===== src/rtl/mem_port_arbiter.sv =====
// rtl/mem_port_arbiter.sv - byte-bus arbiter: 4-beat opcode fetch bursts vs single-beat data accesses
module mem_port_arbiter #(
    parameter int unsigned STARVE_MAX = 3
) (
    input  logic        clk,
    input  logic        a_rst,
    input  logic        f_req,
    input  logic [15:0] f_pc,
    input  logic        f_flush,
    output logic [31:0] f_opcode,
    output logic        f_rdy,
    input  logic        d_req,
    input  logic        d_we,
    input  logic [15:0] d_addr,
    input  logic [7:0]  d_wdata,
    output logic [7:0]  d_rdata,
    output logic        d_rdy,
    output logic        m_req,
    output logic        m_we,
    output logic [15:0] m_addr,
    output logic [7:0]  m_wdata,
    input  logic [7:0]  m_rdata,
    input  logic        m_ack
);

    localparam logic [1:0] S_IDLE  = 2'd0;
    localparam logic [1:0] S_FETCH = 2'd1;
    localparam logic [1:0] S_DATA  = 2'd2;
    localparam logic [3:0] STARVE_LIM = 4'(STARVE_MAX);

    logic [1:0]  state;
    logic [1:0]  beat;
    logic [3:0]  starve_cnt;
    logic [15:0] pc_lat;
    logic        abort;

    logic eff_f;
    logic eff_d;
    logic grant_d;
    logic grant_f;
    logic burst_end;

    // A requester still holding req during its own rdy cycle is finished, not asking again.
    assign eff_f     = f_req & ~f_rdy;
    assign eff_d     = d_req & ~d_rdy;
    assign grant_d   = eff_d & (~eff_f | (starve_cnt < STARVE_LIM));
    assign grant_f   = ~grant_d & eff_f & ~f_flush;
    assign burst_end = (beat == 2'd3) | abort | f_flush;

    always_ff @(posedge clk or negedge a_rst) begin
        if (!a_rst) begin
            state      <= S_IDLE;
            beat       <= 2'd0;
            starve_cnt <= 4'd0;
            pc_lat     <= 16'd0;
            abort      <= 1'b0;
            m_req      <= 1'b0;
            m_we       <= 1'b0;
            m_addr     <= 16'd0;
            m_wdata    <= 8'd0;
            f_rdy      <= 1'b0;
            d_rdy      <= 1'b0;
            f_opcode   <= 32'd0;
            d_rdata    <= 8'd0;
        end else begin
            f_rdy <= 1'b0;
            d_rdy <= 1'b0;
            case (state)
                S_IDLE: begin
                    if (grant_d) begin
                        state   <= S_DATA;
                        m_req   <= 1'b1;
                        m_we    <= d_we;
                        m_addr  <= d_addr;
                        m_wdata <= d_wdata;
                        if (f_req && starve_cnt != 4'hF) begin
                            starve_cnt <= starve_cnt + 4'd1;
                        end
                    end else if (grant_f) begin
                        state      <= S_FETCH;
                        m_req      <= 1'b1;
                        m_we       <= 1'b0;
                        m_addr     <= f_pc;
                        pc_lat     <= f_pc;
                        beat       <= 2'd0;
                        starve_cnt <= 4'd0;
                        abort      <= 1'b0;
                    end
                end
                S_FETCH: begin
                    if (m_ack) begin
                        f_opcode[{beat, 3'b000} +: 8] <= m_rdata;
                        if (burst_end) begin
                            // A flush never cuts a beat short; it only stops the burst after it.
                            state <= S_IDLE;
                            m_req <= 1'b0;
                            f_rdy <= ~abort & ~f_flush;
                            beat  <= 2'd0;
                            abort <= 1'b0;
                        end else begin
                            beat   <= beat + 2'd1;
                            m_addr <= pc_lat + {14'd0, beat} + 16'd1;
                        end
                    end else if (f_flush) begin
                        abort <= 1'b1;
                    end
                end
                S_DATA: begin
                    if (m_ack) begin
                        state <= S_IDLE;
                        m_req <= 1'b0;
                        d_rdy <= 1'b1;
                        if (!m_we) begin
                            d_rdata <= m_rdata;
                        end
                    end
                end
                default: begin
                    state <= S_IDLE;
                    m_req <= 1'b0;
                end
            endcase
        end
    end

endmodule

===== config.mk =====
export PLATFORM = sky130hd
export DESIGN_NAME = mem_port_arbiter
export DESIGN_NICKNAME = d
export VERILOG_FILES = /design/src/rtl/mem_port_arbiter.sv
export SDC_FILE = /design/constraint.sdc
export NUM_CORES = 1
export LEC_CHECK = 0
export BUFFER_PORTS_ARGS = -buffer_cell sky130_fd_sc_hd__buf_2
export CAP_MARGIN = 20
export CELL_PAD_IN_SITES_DETAIL_PLACEMENT = 0
export CELL_PAD_IN_SITES_GLOBAL_PLACEMENT = 1
export CORE_ASPECT_RATIO = 2
export CORE_MARGIN = 2
export CORE_UTILIZATION = 25
export CTS_CLUSTER_DIAMETER = 120
export DETAILED_ROUTE_END_ITERATION = 10
export GPL_ROUTABILITY_DRIVEN = 1
export PLACE_DENSITY_LB_ADDON = 0.3
export SLEW_MARGIN = 20
export SYNTH_ARGS = -nofsm -noshare
export SYNTH_HDL_FRONTEND = slang
export SYNTH_SLANG_ARGS = --single-unit

===== constraint.sdc =====
create_clock -name clk -period 2.5 [get_ports clk]
set_input_delay 0.75 -clock clk [delete_from_list [all_inputs] [get_ports clk]]
set_output_delay 0.75 -clock clk [all_outputs]
set_load 0.05 [all_outputs]

==> impl_metrics.py <==
metrics = {
    "power": {
        "p_int_w": 0.004024,
        "combinationalPowerShare": 0.469,
        "pwr-share-clk": 0.201,
        "p_leak_nw": 2.753,
        "pwr-share-seq": 0.330,
        "p_switching_w": 0.003303,
        "power_density_mw_per_mm2": 1255,
        "irDropWorstVdd_mv": 0.4444,
        "power.total_w": 0.007327,
        "p_sw_frac": 0.4508,
    },
    "cells_and_area": {
        "area_delta_synth_final_pct": 29.14,
        "fillerInstances": 1865,
        "nNetsFinal": 651,
        "antennaDiodeCount": 0,
        "drive_gt1_frac": 0.3350,
    },
    "grt": {
        "grt_pass1_wl_mm": 21.09,
        "grt.overflow.total": 0,
        "grt_max_degree": 36,
        "grt_pass1_vias": 3981,
        "antenna_found_initial": 0,
        "grt.total_usage": 0.1404,
    },
    "drt": {
        "firstDrtPassIters": 4,
        "drcViolationCount": 0,
        "antenna_left": 0,
        "wl_mm": 13.20,
        "wl_per_cell_um": 16.42,
        "via_per_inst": 4.669,
        "vias": 3754,
        "drt_iter0_markers": 120,
    },
    "setup_path": {
        "rrSetupSlack_ps": 320,
        "cp-end-kind": "flop",
        "cp_max_fo": 6,
        "required_ps": 2760,
        "start_kind": "flop",
        "criticalPathCategory": "flop to flop",
        "arrival_ps": 2440,
    },
    "logic_synthesis": {
        "syn_avg_cell_area_um2": 10.00,
        "syn_inst": 452,
        "yosys_register_bits": 93,
        "async_flop_share": 1.000,
        "synth_seq_area_share": 0.5148,
        "ys_types": 42,
        "ys.flop_type": "dfrtp_1",
        "ys_top_cells_by_area": "dfrtp_1 51%, nand2_1 9.2%, mux2_2 8.0%, o21ai_0 5.3%, ha_1 2.5%",
        "synth_edf_count": 0,
        "syn_nets": 517,
        "yosysWarnings": 0,
        "yosysTopAreaCell": "dfrtp_1",
        "syn_area_mm2": 0.004521,
        "synth_top_area_share": 0.5148,
    },
    "sta": {
        "fmax_ghz": 0.4583,
        "slew_headroom": 0.6446,
        "tns_ps": 0,
        "tightest_slew_ps": 531.6,
        "drv_slew": 0,
        "fin_crit_ps": 2182,
        "final_hold_viol_count": 0,
        "finalCritPeriodShare": 0.8727,
        "setup_viol": 0,
        "rsz0062_at_grt": "false",
        "skew_ps": 7.913,
    },
    "place": {
        "hpwlAfterDp_mm": 10.08,
        "gp_routability_congestion": 0.8110,
        "portBuffers": 122,
    },
    "min_path": {
        "min_path_type": "primary input to async pin",
    },
    "flow_run": {
        "drv_cap": 0,
    },
    "clock_network": {
        "postCtsResizedCells": 0,
        "cts-buffers-inserted": 9,
        "cts_buffer_depth": 2,
        "post_cts_buffers": 0,
        "clock-sinks": 93,
        "postCtsHoldBufs": 0,
        "cts_tree": "done",
        "root_buffer": "clkbuf_16",
        "clk_pin_slew_ps": 70,
        "clk_latency_ps": 350,
        "h-tree-depth": 3,
    },
    "floorplan": {
        "fp.dieW_um": 99.09,
        "coreArea_mm2": 0.01778,
        "die_y_um": 194.2,
        "num_rows": 69,
        "io_pins": 123,
        "die_area_mm2": 0.01924,
        "initial_core_util": 0.2542,
    },
    "outcome": {
        "status": "complete, no violations",
    },
}
[flip-flops by register name (all words and copies together) (netlist names)]
| name | count |
|---|---|
| pc_lat | 16 |
| m_req | 1 |
| d_rdy | 1 |
| state | 2 |
| m_addr | 16 |
| abort | 1 |
| f_rdy | 1 |
| beat | 2 |
| f_opcode | 32 |
| d_rdata | 8 |
| m_we | 1 |
| m_wdata | 8 |
| starve_cnt | 4 |
[critical path, cell delays in order (launching register included)]
cell      delay, ps
dfrtp_1         460
inv_1           160
fa_1            510
nand3b_1        250
nor4_1          270
xnor2_1         190
mux2i_1         100
o21ai_0         160
[final timing paths]
kind | startpoint | end | depth (start not counted)
min | a_rst | f_opcode[23] | 1
min reg2reg | f_opcode[0] | f_opcode[0] | 2
min in group clk | f_opcode[0] | f_opcode[0] | 2
max in group asynchronous | a_rst | starve_cnt[3] | 2
max | beat[1] | m_addr[14] | 7
max reg2reg | beat[1] | m_addr[14] | 7
[logic make-up (layout without fill, tap and decap cells)]
group | after synthesis | count (layout) | share of synthesized area
fa+ha+maj | 10 | 10 | 0.02934
compound gates | 95 | 95 | 0.1384
xor+xnor | 11 | 11 | 0.02131
buf+inv | 31 | 170 | 0.02823
simple gates | 173 | 173 | 0.1727
mux | 39 | 39 | 0.09521
flops | 93 | 93 | 0.5148
[metal layers]
| metal | vias to the layer above | track usage | part of all wire |
|---|---|---|---|
| met4 | 0 | 0.06799 | 0.034 |
| met3 | 22 | 0.02884 | 0.040 |
| li1 | 1847 | - | - |
| met2 | 112 | 0.2595 | 0.55 |
| met1 | 1773 | 0.1472 | 0.37 |
| met5 | - | 0 | 0 |
[layout by cell type (no fill, tap or decap), drive strengths merged, types with 6 or more instances in the layout]
master	synthesis	final
a21oi	13	13
mux2	32	32
inv	10	11
o21ai	48	48
nor2	9	9
xor2	6	6
nand2b	7	7
buf	10	144
dfrtp	93	93
clkbuf	11	10
nand3	16	16
a22o	9	9
nor3	9	9
ha	9	9
nand2	111	111
mux2i	7	7
[power by group through the flow]
stage               Combinational (W)  Clock (W)  Sequential (W)
floorplan                     0.00138          0         0.00352
global placement              0.00343          0         0.00245
detailed placement            0.00348          0         0.00246
CTS                           0.00349    0.00153         0.00243
global route                  0.00371    0.00159         0.00251
finish                        0.00344    0.00147         0.00242
[synth_stat cells, types with 2 or more instances]
library cell and n:
or3_1 2, inv_1 10, o2111ai_1 2, xnor2_1 5, mux2_2 32, mux2i_1 7, dfrtp_1 93, ha_1 9
nor2_1 9, nor3_1 8, nand3_1 16, a311oi_1 3, nor4_1 2, nand4_1 4, a21o_1 5, o21a_1 2
nand2_1 111, xor2_1 6, o211ai_1 2, o21ai_0 48, clkbuf_1 11, a22o_1 9, o31ai_1 2, nand2b_1 7
nor3b_1 4, buf_2 9, a2111oi_1 3, nor2b_1 5, a21oi_1 13
[stage by stage]
stage	setup WS [ps]	hold slack, ps	util	std cells	area, um^2
final	318.2	341.6	0.3283	804	5838
after global routing	31.68	358.6	0.3283	804	5838
after CTS	237.2	344.3	0.3283	804	5838
after detailed placement	177.9	466.7	0.3105	788	5523
after global placement	244.0	459.3	0.3105	788	5523
after floorplan	413.5	454.4	-	452	4521
[cell type report]
| class | count | area, um^2 | share of cell area |
|---|---|---|---|
| Timing Repair Buffer | 144 | 815.8 | 0.1397 |
| Clock buffer | 10 | 229.0 | 0.03922 |
| Clock inverter | 6 | 86.33 | 0.01479 |
| Sequential cell | 93 | 2327 | 0.3986 |
| Tap cell | 213 | 266.5 | 0.04565 |
| Inverter | 10 | 37.54 | 0.006429 |
| Multi-Input combinational cell | 328 | 2076 | 0.3556 |
Power figures use the tool's default switching activity.
